### src/rtl/id_decode_stage_if.sv
// Bundles the decode-stage bus: IF-side inputs, regfile read port and decoded outputs to the ROB stage.
// Latency: none; signal container only.
// Backpressure: carried as stall_current_stage/stall_next_stage levels, no handshake.
interface id_decode_stage_if #(
    parameter int GHR_WIDTH = 5
);
    logic                 flush;
    logic                 stall_current_stage;
    logic                 stall_next_stage;
    logic                 is_branch_taken_in;
    logic [GHR_WIDTH-1:0] pht_index_in;
    logic [31:0]          pc_in;
    logic [31:0]          inst_in;

    logic                 reg_read_en_1;
    logic                 reg_read_en_2;
    logic [4:0]           reg_read_addr_1;
    logic [4:0]           reg_read_addr_2;
    logic                 reg_read_is_ref_1;
    logic                 reg_read_is_ref_2;
    logic [31:0]          reg_read_data_1;
    logic [31:0]          reg_read_data_2;

    logic                 reg_write_en_out;
    logic [4:0]           reg_write_addr_out;
    logic                 is_branch_taken_out;
    logic [GHR_WIDTH-1:0] pht_index_out;
    logic [31:0]          inst_branch_target_out;
    logic                 mem_write_flag_out;
    logic                 mem_read_flag_out;
    logic                 mem_sign_ext_flag_out;
    logic [3:0]           mem_sel_out;
    logic [31:0]          mem_offset_out;
    logic                 cp0_read_flag_out;
    logic                 cp0_write_flag_out;
    logic [7:0]           cp0_addr_out;
    logic [3:0]           exception_type_out;
    logic                 is_current_delayslot_out;
    logic                 is_delayslot_out;
    logic [5:0]           opgen_out;
    logic                 operand_is_ref_1_out;
    logic                 operand_is_ref_2_out;
    logic [31:0]          operand_data_1_out;
    logic [31:0]          operand_data_2_out;
    logic [31:0]          pc_out;

    // Upstream / environment side: drives instruction, control and regfile data.
    modport master (
        output flush, stall_current_stage, stall_next_stage,
        output is_branch_taken_in, pht_index_in, pc_in, inst_in,
        input  reg_read_en_1, reg_read_en_2, reg_read_addr_1, reg_read_addr_2,
        output reg_read_is_ref_1, reg_read_is_ref_2, reg_read_data_1, reg_read_data_2,
        input  reg_write_en_out, reg_write_addr_out, is_branch_taken_out, pht_index_out,
        input  inst_branch_target_out, mem_write_flag_out, mem_read_flag_out,
        input  mem_sign_ext_flag_out, mem_sel_out, mem_offset_out,
        input  cp0_read_flag_out, cp0_write_flag_out, cp0_addr_out, exception_type_out,
        input  is_current_delayslot_out, is_delayslot_out, opgen_out,
        input  operand_is_ref_1_out, operand_is_ref_2_out,
        input  operand_data_1_out, operand_data_2_out, pc_out
    );

    // Decode stage side.
    modport slave (
        input  flush, stall_current_stage, stall_next_stage,
        input  is_branch_taken_in, pht_index_in, pc_in, inst_in,
        output reg_read_en_1, reg_read_en_2, reg_read_addr_1, reg_read_addr_2,
        input  reg_read_is_ref_1, reg_read_is_ref_2, reg_read_data_1, reg_read_data_2,
        output reg_write_en_out, reg_write_addr_out, is_branch_taken_out, pht_index_out,
        output inst_branch_target_out, mem_write_flag_out, mem_read_flag_out,
        output mem_sign_ext_flag_out, mem_sel_out, mem_offset_out,
        output cp0_read_flag_out, cp0_write_flag_out, cp0_addr_out, exception_type_out,
        output is_current_delayslot_out, is_delayslot_out, opgen_out,
        output operand_is_ref_1_out, operand_is_ref_2_out,
        output operand_data_1_out, operand_data_2_out, pc_out
    );
endinterface

### src/rtl/id_decode_stage.sv
// MIPS32 decode stage: decodes pc/inst into operands, memory, CP0, branch and exception info for the ROB stage.
// Latency: regfile read controls combinational; all decoded outputs registered, 1 cycle.
// Backpressure: both stalls hold the register; stall of this stage alone inserts a zero bubble.
module id_decode_stage #(
    parameter int GHR_WIDTH = 5
) (
    input logic              clk,
    input logic              rst,
    id_decode_stage_if.slave bus
);
    typedef struct packed {
        logic                 reg_write_en;
        logic [4:0]           reg_write_addr;
        logic                 is_branch_taken;
        logic [GHR_WIDTH-1:0] pht_index;
        logic [31:0]          branch_target;
        logic                 mem_write;
        logic                 mem_read;
        logic                 mem_sign_ext;
        logic [3:0]           mem_sel;
        logic [31:0]          mem_offset;
        logic                 cp0_read;
        logic                 cp0_write;
        logic [7:0]           cp0_addr;
        logic [3:0]           exception_type;
        logic                 is_next_delayslot;
        logic                 is_delayslot;
        logic [5:0]           opgen;
        logic                 op_is_ref_1;
        logic                 op_is_ref_2;
        logic [31:0]          op_data_1;
        logic [31:0]          op_data_2;
        logic [31:0]          pc;
    } dec_t;

    dec_t d;
    dec_t q;

    logic [5:0]  opcode;
    logic [5:0]  funct;
    logic [4:0]  rs;
    logic [4:0]  rt;
    logic [4:0]  rd;
    logic [4:0]  sa;
    logic [15:0] imm;
    logic [25:0] index;
    logic [31:0] imm_sext;
    logic [31:0] imm_zext;
    logic [31:0] pc_plus4;
    logic [31:0] pc_plus8;

    logic        rd_en_1;
    logic        rd_en_2;
    logic [4:0]  rd_addr_1;
    logic [4:0]  rd_addr_2;
    logic [31:0] src_1;
    logic [31:0] src_2;
    logic        wen;
    logic [4:0]  waddr;

    assign opcode   = bus.inst_in[31:26];
    assign rs       = bus.inst_in[25:21];
    assign rt       = bus.inst_in[20:16];
    assign rd       = bus.inst_in[15:11];
    assign sa       = bus.inst_in[10:6];
    assign funct    = bus.inst_in[5:0];
    assign imm      = bus.inst_in[15:0];
    assign index    = bus.inst_in[25:0];
    assign imm_sext = {{16{imm[15]}}, imm};
    assign imm_zext = {16'd0, imm};
    assign pc_plus4 = bus.pc_in + 32'd4;
    assign pc_plus8 = bus.pc_in + 32'd8;

    // Register-register ALU funct codes; 0 means "not an R-type ALU op".
    function automatic logic [5:0] r_alu_opgen(input logic [5:0] f);
        case (f)
            6'b100001: r_alu_opgen = 6'd1;
            6'b100000: r_alu_opgen = 6'd2;
            6'b100011: r_alu_opgen = 6'd3;
            6'b100010: r_alu_opgen = 6'd4;
            6'b100100: r_alu_opgen = 6'd5;
            6'b100101: r_alu_opgen = 6'd6;
            6'b100110: r_alu_opgen = 6'd7;
            6'b100111: r_alu_opgen = 6'd8;
            6'b101010: r_alu_opgen = 6'd9;
            6'b101011: r_alu_opgen = 6'd10;
            default:   r_alu_opgen = 6'd0;
        endcase
    endfunction

    // Byte enables from the size bits shared by loads and stores (byte/half/word).
    function automatic logic [3:0] size_sel(input logic [1:0] s);
        case (s)
            2'b00:   size_sel = 4'b0001;
            2'b01:   size_sel = 4'b0011;
            default: size_sel = 4'b1111;
        endcase
    endfunction

    // Combinational decoder; shifts and MTC0 read rt through port 1 so operand 1 follows port 1's tag flag.
    always_comb begin
        d         = '0;
        rd_en_1   = 1'b0;
        rd_en_2   = 1'b0;
        rd_addr_1 = 5'd0;
        rd_addr_2 = 5'd0;
        src_1     = 32'd0;
        src_2     = 32'd0;
        wen       = 1'b0;
        waddr     = 5'd0;

        d.pc              = bus.pc_in;
        d.is_branch_taken = bus.is_branch_taken_in;
        d.pht_index       = bus.pht_index_in;
        d.is_delayslot    = q.is_next_delayslot;

        case (opcode)
            6'b000000: begin
                if (r_alu_opgen(funct) != 6'd0) begin
                    d.opgen   = r_alu_opgen(funct);
                    rd_en_1   = 1'b1;
                    rd_addr_1 = rs;
                    rd_en_2   = 1'b1;
                    rd_addr_2 = rt;
                    wen       = 1'b1;
                    waddr     = rd;
                end else begin
                    case (funct)
                        6'b000000, 6'b000010, 6'b000011: begin
                            d.opgen   = (funct == 6'b000000) ? 6'd11 :
                                        (funct == 6'b000010) ? 6'd12 : 6'd13;
                            rd_en_1   = 1'b1;
                            rd_addr_1 = rt;
                            src_2     = {27'd0, sa};
                            wen       = 1'b1;
                            waddr     = rd;
                        end
                        6'b001000, 6'b001001: begin
                            d.opgen             = 6'd18;
                            rd_en_1             = 1'b1;
                            rd_addr_1           = rs;
                            d.is_next_delayslot = 1'b1;
                            if (funct[0]) begin
                                wen   = 1'b1;
                                waddr = rd;
                                src_2 = pc_plus8;
                            end
                        end
                        6'b001100: begin
                            d.opgen          = 6'd23;
                            d.exception_type = 4'b0001;
                        end
                        6'b001101: begin
                            d.opgen          = 6'd24;
                            d.exception_type = 4'b0010;
                        end
                        default: d.exception_type = 4'b1000;
                    endcase
                end
            end
            6'b001000, 6'b001001, 6'b001010, 6'b001011: begin
                case (opcode[1:0])
                    2'b00:   d.opgen = 6'd2;
                    2'b01:   d.opgen = 6'd1;
                    2'b10:   d.opgen = 6'd9;
                    default: d.opgen = 6'd10;
                endcase
                rd_en_1   = 1'b1;
                rd_addr_1 = rs;
                src_2     = imm_sext;
                wen       = 1'b1;
                waddr     = rt;
            end
            6'b001100, 6'b001101, 6'b001110: begin
                d.opgen   = 6'd5 + {4'd0, opcode[1:0]};
                rd_en_1   = 1'b1;
                rd_addr_1 = rs;
                src_2     = imm_zext;
                wen       = 1'b1;
                waddr     = rt;
            end
            6'b001111: begin
                d.opgen = 6'd14;
                src_2   = {imm, 16'd0};
                wen     = 1'b1;
                waddr   = rt;
            end
            6'b000100, 6'b000101: begin
                d.opgen             = 6'd15 + {5'd0, opcode[0]};
                rd_en_1             = 1'b1;
                rd_addr_1           = rs;
                rd_en_2             = 1'b1;
                rd_addr_2           = rt;
                d.branch_target     = pc_plus4 + {imm_sext[29:0], 2'b00};
                d.is_next_delayslot = 1'b1;
            end
            6'b000010, 6'b000011: begin
                d.opgen             = 6'd17;
                d.branch_target     = {pc_plus4[31:28], index, 2'b00};
                d.is_next_delayslot = 1'b1;
                if (opcode[0]) begin
                    wen   = 1'b1;
                    waddr = 5'd31;
                    src_2 = pc_plus8;
                end
            end
            6'b100000, 6'b100001, 6'b100011, 6'b100100, 6'b100101: begin
                d.opgen        = 6'd19;
                d.mem_read     = 1'b1;
                d.mem_sel      = size_sel(opcode[1:0]);
                d.mem_sign_ext = !opcode[2] && (opcode[1:0] != 2'b11);
                d.mem_offset   = imm_sext;
                rd_en_1        = 1'b1;
                rd_addr_1      = rs;
                wen            = 1'b1;
                waddr          = rt;
            end
            6'b101000, 6'b101001, 6'b101011: begin
                d.opgen      = 6'd20;
                d.mem_write  = 1'b1;
                d.mem_sel    = size_sel(opcode[1:0]);
                d.mem_offset = imm_sext;
                rd_en_1      = 1'b1;
                rd_addr_1    = rs;
                rd_en_2      = 1'b1;
                rd_addr_2    = rt;
            end
            6'b010000: begin
                case (rs)
                    5'b00000: begin
                        d.opgen    = 6'd21;
                        d.cp0_read = 1'b1;
                        d.cp0_addr = {rd, bus.inst_in[2:0]};
                        wen        = 1'b1;
                        waddr      = rt;
                    end
                    5'b00100: begin
                        d.opgen     = 6'd22;
                        d.cp0_write = 1'b1;
                        d.cp0_addr  = {rd, bus.inst_in[2:0]};
                        rd_en_1     = 1'b1;
                        rd_addr_1   = rt;
                    end
                    5'b10000: begin
                        if (funct == 6'b011000) begin
                            d.opgen          = 6'd25;
                            d.exception_type = 4'b0100;
                        end else begin
                            d.exception_type = 4'b1000;
                        end
                    end
                    default: d.exception_type = 4'b1000;
                endcase
            end
            default: d.exception_type = 4'b1000;
        endcase

        d.reg_write_en   = wen && (waddr != 5'd0);
        d.reg_write_addr = waddr;
        d.op_is_ref_1    = rd_en_1 & bus.reg_read_is_ref_1;
        d.op_is_ref_2    = rd_en_2 & bus.reg_read_is_ref_2;
        d.op_data_1      = rd_en_1 ? bus.reg_read_data_1 : src_1;
        d.op_data_2      = rd_en_2 ? bus.reg_read_data_2 : src_2;
    end

    // Pipeline register: bubble on reset/flush/stall of this stage only, hold when downstream also stalls.
    always_ff @(posedge clk) begin
        if (rst || bus.flush || (bus.stall_current_stage && !bus.stall_next_stage)) begin
            q <= '0;
        end else if (!bus.stall_current_stage) begin
            q <= d;
        end
    end

    assign bus.reg_read_en_1   = rd_en_1;
    assign bus.reg_read_en_2   = rd_en_2;
    assign bus.reg_read_addr_1 = rd_addr_1;
    assign bus.reg_read_addr_2 = rd_addr_2;

    assign bus.reg_write_en_out         = q.reg_write_en;
    assign bus.reg_write_addr_out       = q.reg_write_addr;
    assign bus.is_branch_taken_out      = q.is_branch_taken;
    assign bus.pht_index_out            = q.pht_index;
    assign bus.inst_branch_target_out   = q.branch_target;
    assign bus.mem_write_flag_out       = q.mem_write;
    assign bus.mem_read_flag_out        = q.mem_read;
    assign bus.mem_sign_ext_flag_out    = q.mem_sign_ext;
    assign bus.mem_sel_out              = q.mem_sel;
    assign bus.mem_offset_out           = q.mem_offset;
    assign bus.cp0_read_flag_out        = q.cp0_read;
    assign bus.cp0_write_flag_out       = q.cp0_write;
    assign bus.cp0_addr_out             = q.cp0_addr;
    assign bus.exception_type_out       = q.exception_type;
    assign bus.is_current_delayslot_out = q.is_next_delayslot;
    assign bus.is_delayslot_out         = q.is_delayslot;
    assign bus.opgen_out                = q.opgen;
    assign bus.operand_is_ref_1_out     = q.op_is_ref_1;
    assign bus.operand_is_ref_2_out     = q.op_is_ref_2;
    assign bus.operand_data_1_out       = q.op_data_1;
    assign bus.operand_data_2_out       = q.op_data_2;
    assign bus.pc_out                   = q.pc;
endmodule

### src/flat_wrapper.sv
// flat-port wrapper written by rule: the top's interface ports become plain ports
module id_decode_stage_flat 
#(
    parameter int GHR_WIDTH = 5
)
  (clk, rst, bus_flush, bus_stall_current_stage, bus_stall_next_stage, bus_is_branch_taken_in, bus_pht_index_in, bus_pc_in, bus_inst_in, bus_reg_read_en_1, bus_reg_read_en_2, bus_reg_read_addr_1, bus_reg_read_addr_2, bus_reg_read_is_ref_1, bus_reg_read_is_ref_2, bus_reg_read_data_1, bus_reg_read_data_2, bus_reg_write_en_out, bus_reg_write_addr_out, bus_is_branch_taken_out, bus_pht_index_out, bus_inst_branch_target_out, bus_mem_write_flag_out, bus_mem_read_flag_out, bus_mem_sign_ext_flag_out, bus_mem_sel_out, bus_mem_offset_out, bus_cp0_read_flag_out, bus_cp0_write_flag_out, bus_cp0_addr_out, bus_exception_type_out, bus_is_current_delayslot_out, bus_is_delayslot_out, bus_opgen_out, bus_operand_is_ref_1_out, bus_operand_is_ref_2_out, bus_operand_data_1_out, bus_operand_data_2_out, bus_pc_out);
  id_decode_stage_if #(.GHR_WIDTH(GHR_WIDTH)) bus_i ();
  input logic clk;
  input logic rst;
  input wire logic [$bits(bus_i.flush)-1:0] bus_flush;
  input wire logic [$bits(bus_i.stall_current_stage)-1:0] bus_stall_current_stage;
  input wire logic [$bits(bus_i.stall_next_stage)-1:0] bus_stall_next_stage;
  input wire logic [$bits(bus_i.is_branch_taken_in)-1:0] bus_is_branch_taken_in;
  input wire logic [$bits(bus_i.pht_index_in)-1:0] bus_pht_index_in;
  input wire logic [$bits(bus_i.pc_in)-1:0] bus_pc_in;
  input wire logic [$bits(bus_i.inst_in)-1:0] bus_inst_in;
  output wire logic [$bits(bus_i.reg_read_en_1)-1:0] bus_reg_read_en_1;
  output wire logic [$bits(bus_i.reg_read_en_2)-1:0] bus_reg_read_en_2;
  output wire logic [$bits(bus_i.reg_read_addr_1)-1:0] bus_reg_read_addr_1;
  output wire logic [$bits(bus_i.reg_read_addr_2)-1:0] bus_reg_read_addr_2;
  input wire logic [$bits(bus_i.reg_read_is_ref_1)-1:0] bus_reg_read_is_ref_1;
  input wire logic [$bits(bus_i.reg_read_is_ref_2)-1:0] bus_reg_read_is_ref_2;
  input wire logic [$bits(bus_i.reg_read_data_1)-1:0] bus_reg_read_data_1;
  input wire logic [$bits(bus_i.reg_read_data_2)-1:0] bus_reg_read_data_2;
  output wire logic [$bits(bus_i.reg_write_en_out)-1:0] bus_reg_write_en_out;
  output wire logic [$bits(bus_i.reg_write_addr_out)-1:0] bus_reg_write_addr_out;
  output wire logic [$bits(bus_i.is_branch_taken_out)-1:0] bus_is_branch_taken_out;
  output wire logic [$bits(bus_i.pht_index_out)-1:0] bus_pht_index_out;
  output wire logic [$bits(bus_i.inst_branch_target_out)-1:0] bus_inst_branch_target_out;
  output wire logic [$bits(bus_i.mem_write_flag_out)-1:0] bus_mem_write_flag_out;
  output wire logic [$bits(bus_i.mem_read_flag_out)-1:0] bus_mem_read_flag_out;
  output wire logic [$bits(bus_i.mem_sign_ext_flag_out)-1:0] bus_mem_sign_ext_flag_out;
  output wire logic [$bits(bus_i.mem_sel_out)-1:0] bus_mem_sel_out;
  output wire logic [$bits(bus_i.mem_offset_out)-1:0] bus_mem_offset_out;
  output wire logic [$bits(bus_i.cp0_read_flag_out)-1:0] bus_cp0_read_flag_out;
  output wire logic [$bits(bus_i.cp0_write_flag_out)-1:0] bus_cp0_write_flag_out;
  output wire logic [$bits(bus_i.cp0_addr_out)-1:0] bus_cp0_addr_out;
  output wire logic [$bits(bus_i.exception_type_out)-1:0] bus_exception_type_out;
  output wire logic [$bits(bus_i.is_current_delayslot_out)-1:0] bus_is_current_delayslot_out;
  output wire logic [$bits(bus_i.is_delayslot_out)-1:0] bus_is_delayslot_out;
  output wire logic [$bits(bus_i.opgen_out)-1:0] bus_opgen_out;
  output wire logic [$bits(bus_i.operand_is_ref_1_out)-1:0] bus_operand_is_ref_1_out;
  output wire logic [$bits(bus_i.operand_is_ref_2_out)-1:0] bus_operand_is_ref_2_out;
  output wire logic [$bits(bus_i.operand_data_1_out)-1:0] bus_operand_data_1_out;
  output wire logic [$bits(bus_i.operand_data_2_out)-1:0] bus_operand_data_2_out;
  output wire logic [$bits(bus_i.pc_out)-1:0] bus_pc_out;
  assign bus_i.flush = bus_flush;
  assign bus_i.stall_current_stage = bus_stall_current_stage;
  assign bus_i.stall_next_stage = bus_stall_next_stage;
  assign bus_i.is_branch_taken_in = bus_is_branch_taken_in;
  assign bus_i.pht_index_in = bus_pht_index_in;
  assign bus_i.pc_in = bus_pc_in;
  assign bus_i.inst_in = bus_inst_in;
  assign bus_reg_read_en_1 = bus_i.reg_read_en_1;
  assign bus_reg_read_en_2 = bus_i.reg_read_en_2;
  assign bus_reg_read_addr_1 = bus_i.reg_read_addr_1;
  assign bus_reg_read_addr_2 = bus_i.reg_read_addr_2;
  assign bus_i.reg_read_is_ref_1 = bus_reg_read_is_ref_1;
  assign bus_i.reg_read_is_ref_2 = bus_reg_read_is_ref_2;
  assign bus_i.reg_read_data_1 = bus_reg_read_data_1;
  assign bus_i.reg_read_data_2 = bus_reg_read_data_2;
  assign bus_reg_write_en_out = bus_i.reg_write_en_out;
  assign bus_reg_write_addr_out = bus_i.reg_write_addr_out;
  assign bus_is_branch_taken_out = bus_i.is_branch_taken_out;
  assign bus_pht_index_out = bus_i.pht_index_out;
  assign bus_inst_branch_target_out = bus_i.inst_branch_target_out;
  assign bus_mem_write_flag_out = bus_i.mem_write_flag_out;
  assign bus_mem_read_flag_out = bus_i.mem_read_flag_out;
  assign bus_mem_sign_ext_flag_out = bus_i.mem_sign_ext_flag_out;
  assign bus_mem_sel_out = bus_i.mem_sel_out;
  assign bus_mem_offset_out = bus_i.mem_offset_out;
  assign bus_cp0_read_flag_out = bus_i.cp0_read_flag_out;
  assign bus_cp0_write_flag_out = bus_i.cp0_write_flag_out;
  assign bus_cp0_addr_out = bus_i.cp0_addr_out;
  assign bus_exception_type_out = bus_i.exception_type_out;
  assign bus_is_current_delayslot_out = bus_i.is_current_delayslot_out;
  assign bus_is_delayslot_out = bus_i.is_delayslot_out;
  assign bus_opgen_out = bus_i.opgen_out;
  assign bus_operand_is_ref_1_out = bus_i.operand_is_ref_1_out;
  assign bus_operand_is_ref_2_out = bus_i.operand_is_ref_2_out;
  assign bus_operand_data_1_out = bus_i.operand_data_1_out;
  assign bus_operand_data_2_out = bus_i.operand_data_2_out;
  assign bus_pc_out = bus_i.pc_out;
  id_decode_stage #(.GHR_WIDTH(GHR_WIDTH)) u_core (.clk(clk), .rst(rst), .bus(bus_i));
endmodule
### config.mk
export PLATFORM = sky130hd
export DESIGN_NAME = id_decode_stage_flat
export DESIGN_NICKNAME = d
export VERILOG_FILES = /design/src/rtl/id_decode_stage_if.sv /design/src/rtl/id_decode_stage.sv /design/src/flat_wrapper.sv
export SDC_FILE = /design/constraint.sdc
export NUM_CORES = 1
export LEC_CHECK = 0
export BUFFER_PORTS_ARGS = -buffer_cell sky130_fd_sc_hd__buf_2
export CORE_UTILIZATION = 50
export CTS_CLUSTER_DIAMETER = 100
export CTS_CLUSTER_SIZE = 40
export DETAILED_ROUTE_END_ITERATION = 7
export PLACE_DENSITY = 0.81
export SYNTH_ARGS = -nofsm -noshare
export SYNTH_HDL_FRONTEND = slang
export SYNTH_SLANG_ARGS = --single-unit
### constraint.sdc
create_clock -name clk -period 3.6 [get_ports clk]
set_input_delay 0.18 -clock clk [delete_from_list [all_inputs] [get_ports clk]]
set_output_delay 0.18 -clock clk [all_outputs]
set_load 0.02 [all_outputs]
==> flow_summary.json <==
{
  "max_slew_margin_pct": 26.9,
  "coreArea_sq_um": 22100,
  "port_buffers": 354,
  "syn_nets": 1612,
  "power_density_nw_per_um2": 372,
  "dp_hpwl_mm": 31.7,
  "hold_viol_final": 1,
  "routabilityCongestion": 0.955,
  "antenna_found_initial": 2,
  "cts_sinks": 185,
  "use_met1_pct": 44.8,
  "crit_path_max_fanout": 6,
  "clk_pin_slew_ns": 0.10,
  "ir_drop_mv": 0.304,
  "power.leakage_nw": 6.34,
  "drc": 0,
  "synth-edff-count": 0,
  "cts_buffers": 17,
  "cp.arrival_ns": 3.53,
  "crit_type": "input pin to flip-flop",
  "drt_iter0_markers": 1360,
  "h-tree-depth": 4,
  "status": "finished with violations",
  "synth_area_sq_um": 11400,
  "cts_resized": 0,
  "die_w_um": 153,
  "yosysWarnings": 0,
  "fin_area_sq_um": 14300,
  "p_comb_share_pct": 21.8,
  "gr-usage-met2_pct": 59.5,
  "synth-seq-area-share_pct": 32.4,
  "rsz0062_at_grt": "no",
  "p_clk_share_pct": 38.8,
  "met3_usage_pct": 8.90,
  "synthDistinctLibCells": 98,
  "grt_pass1_wl_mm": 67.0,
  "start_util_pct": 51.7,
  "hold_ws_ns": -0.00177,
  "num-nets-final": 1929,
  "clock_path_buffers": 2,
  "viasPerCell": 6.21,
  "busiest_layer": "met2",
  "violations": "hold timing",
  "worst_ep_required_time_ns": 3.97,
  "cap_violations": 0,
  "synth_cells": 1429,
  "worst_slew_pin_slew_ns": 1.10,
  "intPower_w": 0.00348,
  "gr-total-overflow": 0,
  "yosys.area.top_type": "dfxtp_1",
  "fin_crit_sh_pct": 87.9,
  "cts_root_buf": "clkbuf_16",
  "netSwitchingPower_w": 0.00184,
  "cp-start-kind": "input pin",
  "max_stage_delay_ns": 0.45,
  "crit_chain": "buf_2 > ha_1 > nand3_2 > or3_4 > nor2_2 > nand4_1 > xnor2_1 > ha_1 > a21o_1 > a211o_1 > a31oi_1 > o21ai_1 > a21oi_2 > o31ai_4 > xnor2_1 > o32ai_1",
  "synthTopCellsByArea": "dfxtp_1, a21oi_1, nor2_1, ha_1, o21ai_0",
  "routed_wl_mm": 44.1,
  "avgSynthCellArea_sq_um": 7.99,
  "finalCriticalPeriod_ns": 3.17,
  "grt_max_degree": 123,
  "io_pins": 356,
  "seq_power_share_pct": 39.5,
  "finClkSkew_ns": 0.00782,
  "yosysTopAreaCellShare_pct": 32.4,
  "setup_tns_ns": 0,
  "area_growth_pct": 25.3,
  "via_count": 12700,
  "die_area_sq_um": 23400,
  "cts_tree": "built",
  "end_kind": "flip-flop",
  "cp_slowest_cell": "or3_4",
  "finalSetupViolations": 0,
  "drive_above_1_share_pct": 27.6,
  "p_sw_share_pct": 34.5,
  "grt_usage_pct": 36.6,
  "post_cts_buffers": 0,
  "synthFlopType": "dfxtp_1",
  "synth-seq-cells": 185,
  "worstSkewPairLatency_ns": 0.46,
  "dpl-instance-area_sq_um": 13200,
  "fmax_mhz": 316,
  "die_h_um": 153,
  "grt_pass1_vias": 11900,
  "firstDrtPassIters": 6,
  "rows": 54,
  "synthArstFlopShare_pct": 0,
  "slew_viol_final": 0,
  "hold_class": "input pin to flip-flop",
  "wl_per_cell_um": 21.6,
  "final_antenna_net_count": 0
}
==> Yosys cell counts, types with 15 or more instances <==
| cell type | instances |
|---|---|
| nor2_1 | 181 |
| nand2_1 | 105 |
| xor2_1 | 28 |
| mux2i_1 | 39 |
| nor3_1 | 16 |
| clkbuf_1 | 67 |
| o21ai_0 | 93 |
| a22oi_1 | 26 |
| a221o_1 | 15 |
| a221oi_1 | 23 |
| buf_4 | 28 |
| inv_1 | 17 |
| xnor2_1 | 49 |
| dfxtp_1 | 185 |
| buf_2 | 27 |
| ha_1 | 41 |
| and3_1 | 16 |
| nand4_1 | 21 |
| nor2b_1 | 16 |
| nand3_1 | 73 |
| a21oi_1 | 143 |
==> power groups by stage <==
stage | Clock, W | Combinational, W | Sequential, W
2_1_floorplan | 0 | 0.000663 | 0.00219
3_3_place_gp | 0 | 0.00108 | 0.00215
3_5_place_dp | 0 | 0.00109 | 0.00215
4_1_cts | 0.00207 | 0.00113 | 0.00210
5_1_grt | 0.00215 | 0.00123 | 0.00210
6_report | 0.00206 | 0.00116 | 0.00210
==> path summary, 6_finish.rpt <==
kind                                                           start                                                  to  slack (ns)  cells past startpoint
hold / removal                                bus_reg_read_data_1[3]       u_core.bus.operand_data_1_out[3]$_SDFFE_PP0N_      -0.002                      3
setup reg to reg  u_core.bus.inst_branch_target_out[30]$_SDFFE_PP0N_  u_core.bus.inst_branch_target_out[30]$_SDFFE_PP0N_        2.53                      5
setup / recovery                                        bus_pc_in[3]  u_core.bus.inst_branch_target_out[26]$_SDFFE_PP0N_        0.43                     16
hold reg to reg       u_core.bus.operand_data_1_out[12]$_SDFFE_PP0N_      u_core.bus.operand_data_1_out[12]$_SDFFE_PP0N_        0.46                      2
==> metal layers <==
metal  wire (um)  vias to the layer above
li1            -                     5785
met1       17000                     5921
met2       20500                      807
met3        4330                      164
met4        2290                        0
met5           0                        -
==> final cells by class <==
class | instances | area [sq um]
Sequential cell | 185 | 3700
Timing Repair Buffer | 435 | 2560
Fill cell | 1884 | 7780
Antenna cell | 2 | 5.00
Clock buffer | 17 | 425
Tap cell | 280 | 350
Multi-Input combinational cell | 1087 | 6980
Clock inverter | 15 | 218
Inverter | 20 | 75.1
==> flip-flops by register name, indices dropped and copies added (netlist names), 3 cells and up <==
signal / flops
u_core.bus.inst_branch_target_out: 32
u_core.bus.operand_data_1_out: 32
u_core.bus.operand_data_2_out: 32
u_core.bus.pc_out: 32
u_core.bus.mem_offset_out: 16
u_core.bus.cp0_addr_out: 8
u_core.bus.opgen_out: 5
u_core.bus.pht_index_out: 5
u_core.bus.reg_write_addr_out: 5
u_core.bus.exception_type_out: 4
u_core.bus.mem_sel_out: 3
==> per-stage QoR <==
stage	total power (W)	setup slack (ns)	utilization [%]	instances	hold slack (ns)
after floorplan	0.00285	0.442	-	1429	0.324
after global placement	0.00322	0.0976	59.9	1964	0.415
after detailed placement	0.00323	0.0328	59.9	1964	0.420
after CTS	0.00530	0.489	64.7	2039	0.00111
after global routing	0.00548	0.217	64.8	2040	0.00723
final	0.00532	0.434	64.8	2041	-0.00177
==> logic make-up (layout without fill, tap and decap cells) <==
group / after synthesis / in the layout / synth area share, %
other: 1 / 3 / 0.0328
AOI/OAI and AO/OA: 427 / 427 / 25.2
adders and majority gates: 42 / 42 / 4.67
and+or+nand+nor: 500 / 500 / 21.6
xor gates and xnor gates: 77 / 77 / 5.91
buffers and inverters: 157 / 487 / 6.60
DFF: 185 / 185 / 32.4
muxes: 40 / 40 / 3.52
==> worst max-delay path: cells and delay by family <==
kind / cells / cell delay [ns]
compound gates: 7 / 1.35
fa+ha+maj: 2 / 0.59
buf+inv: 1 / 0.17
simple gates: 4 / 0.79
xor+xnor: 2 / 0.43
==> what timing repair did <==
action                                  CTS  global route
hold buffers                             43             0
endpoints found under the setup margin    0             0
hold endpoints to repair                 43             0
==> placed cells by master (no fill, tap or decap), types with 5 or more instances in the layout <==
| master | count |
|---|---|
| nor3_1 | 15 |
| a221o_1 | 15 |
| nand3_1 | 73 |
| a21oi_1 | 143 |
| o22ai_1 | 12 |
| clkinv_8 | 5 |
| xnor2_1 | 49 |
| and3_1 | 16 |
| and2_1 | 10 |
| a22oi_1 | 26 |
| o211a_1 | 5 |
| nand4_1 | 21 |
| mux2i_1 | 39 |
| a31oi_1 | 9 |
| a221oi_2 | 11 |
| o21a_1 | 6 |
| nor4_1 | 9 |
| buf_4 | 33 |
| inv_12 | 5 |
| dlygate4sd3_1 | 43 |
| clkbuf_16 | 17 |
| o21ai_0 | 93 |
| nor2b_1 | 16 |
| a211oi_1 | 5 |
| o211ai_1 | 8 |
| a221oi_1 | 23 |
| inv_1 | 17 |
| xor2_1 | 28 |
| dfxtp_1 | 185 |
| o21ai_1 | 5 |
| nand2_1 | 105 |
| nand2b_1 | 9 |
| ha_1 | 41 |
| nor2_1 | 181 |
| a21o_1 | 9 |
| buf_12 | 5 |
| a22o_1 | 7 |
| buf_2 | 353 |
Note: power is estimated with default switching activity, not from simulation.
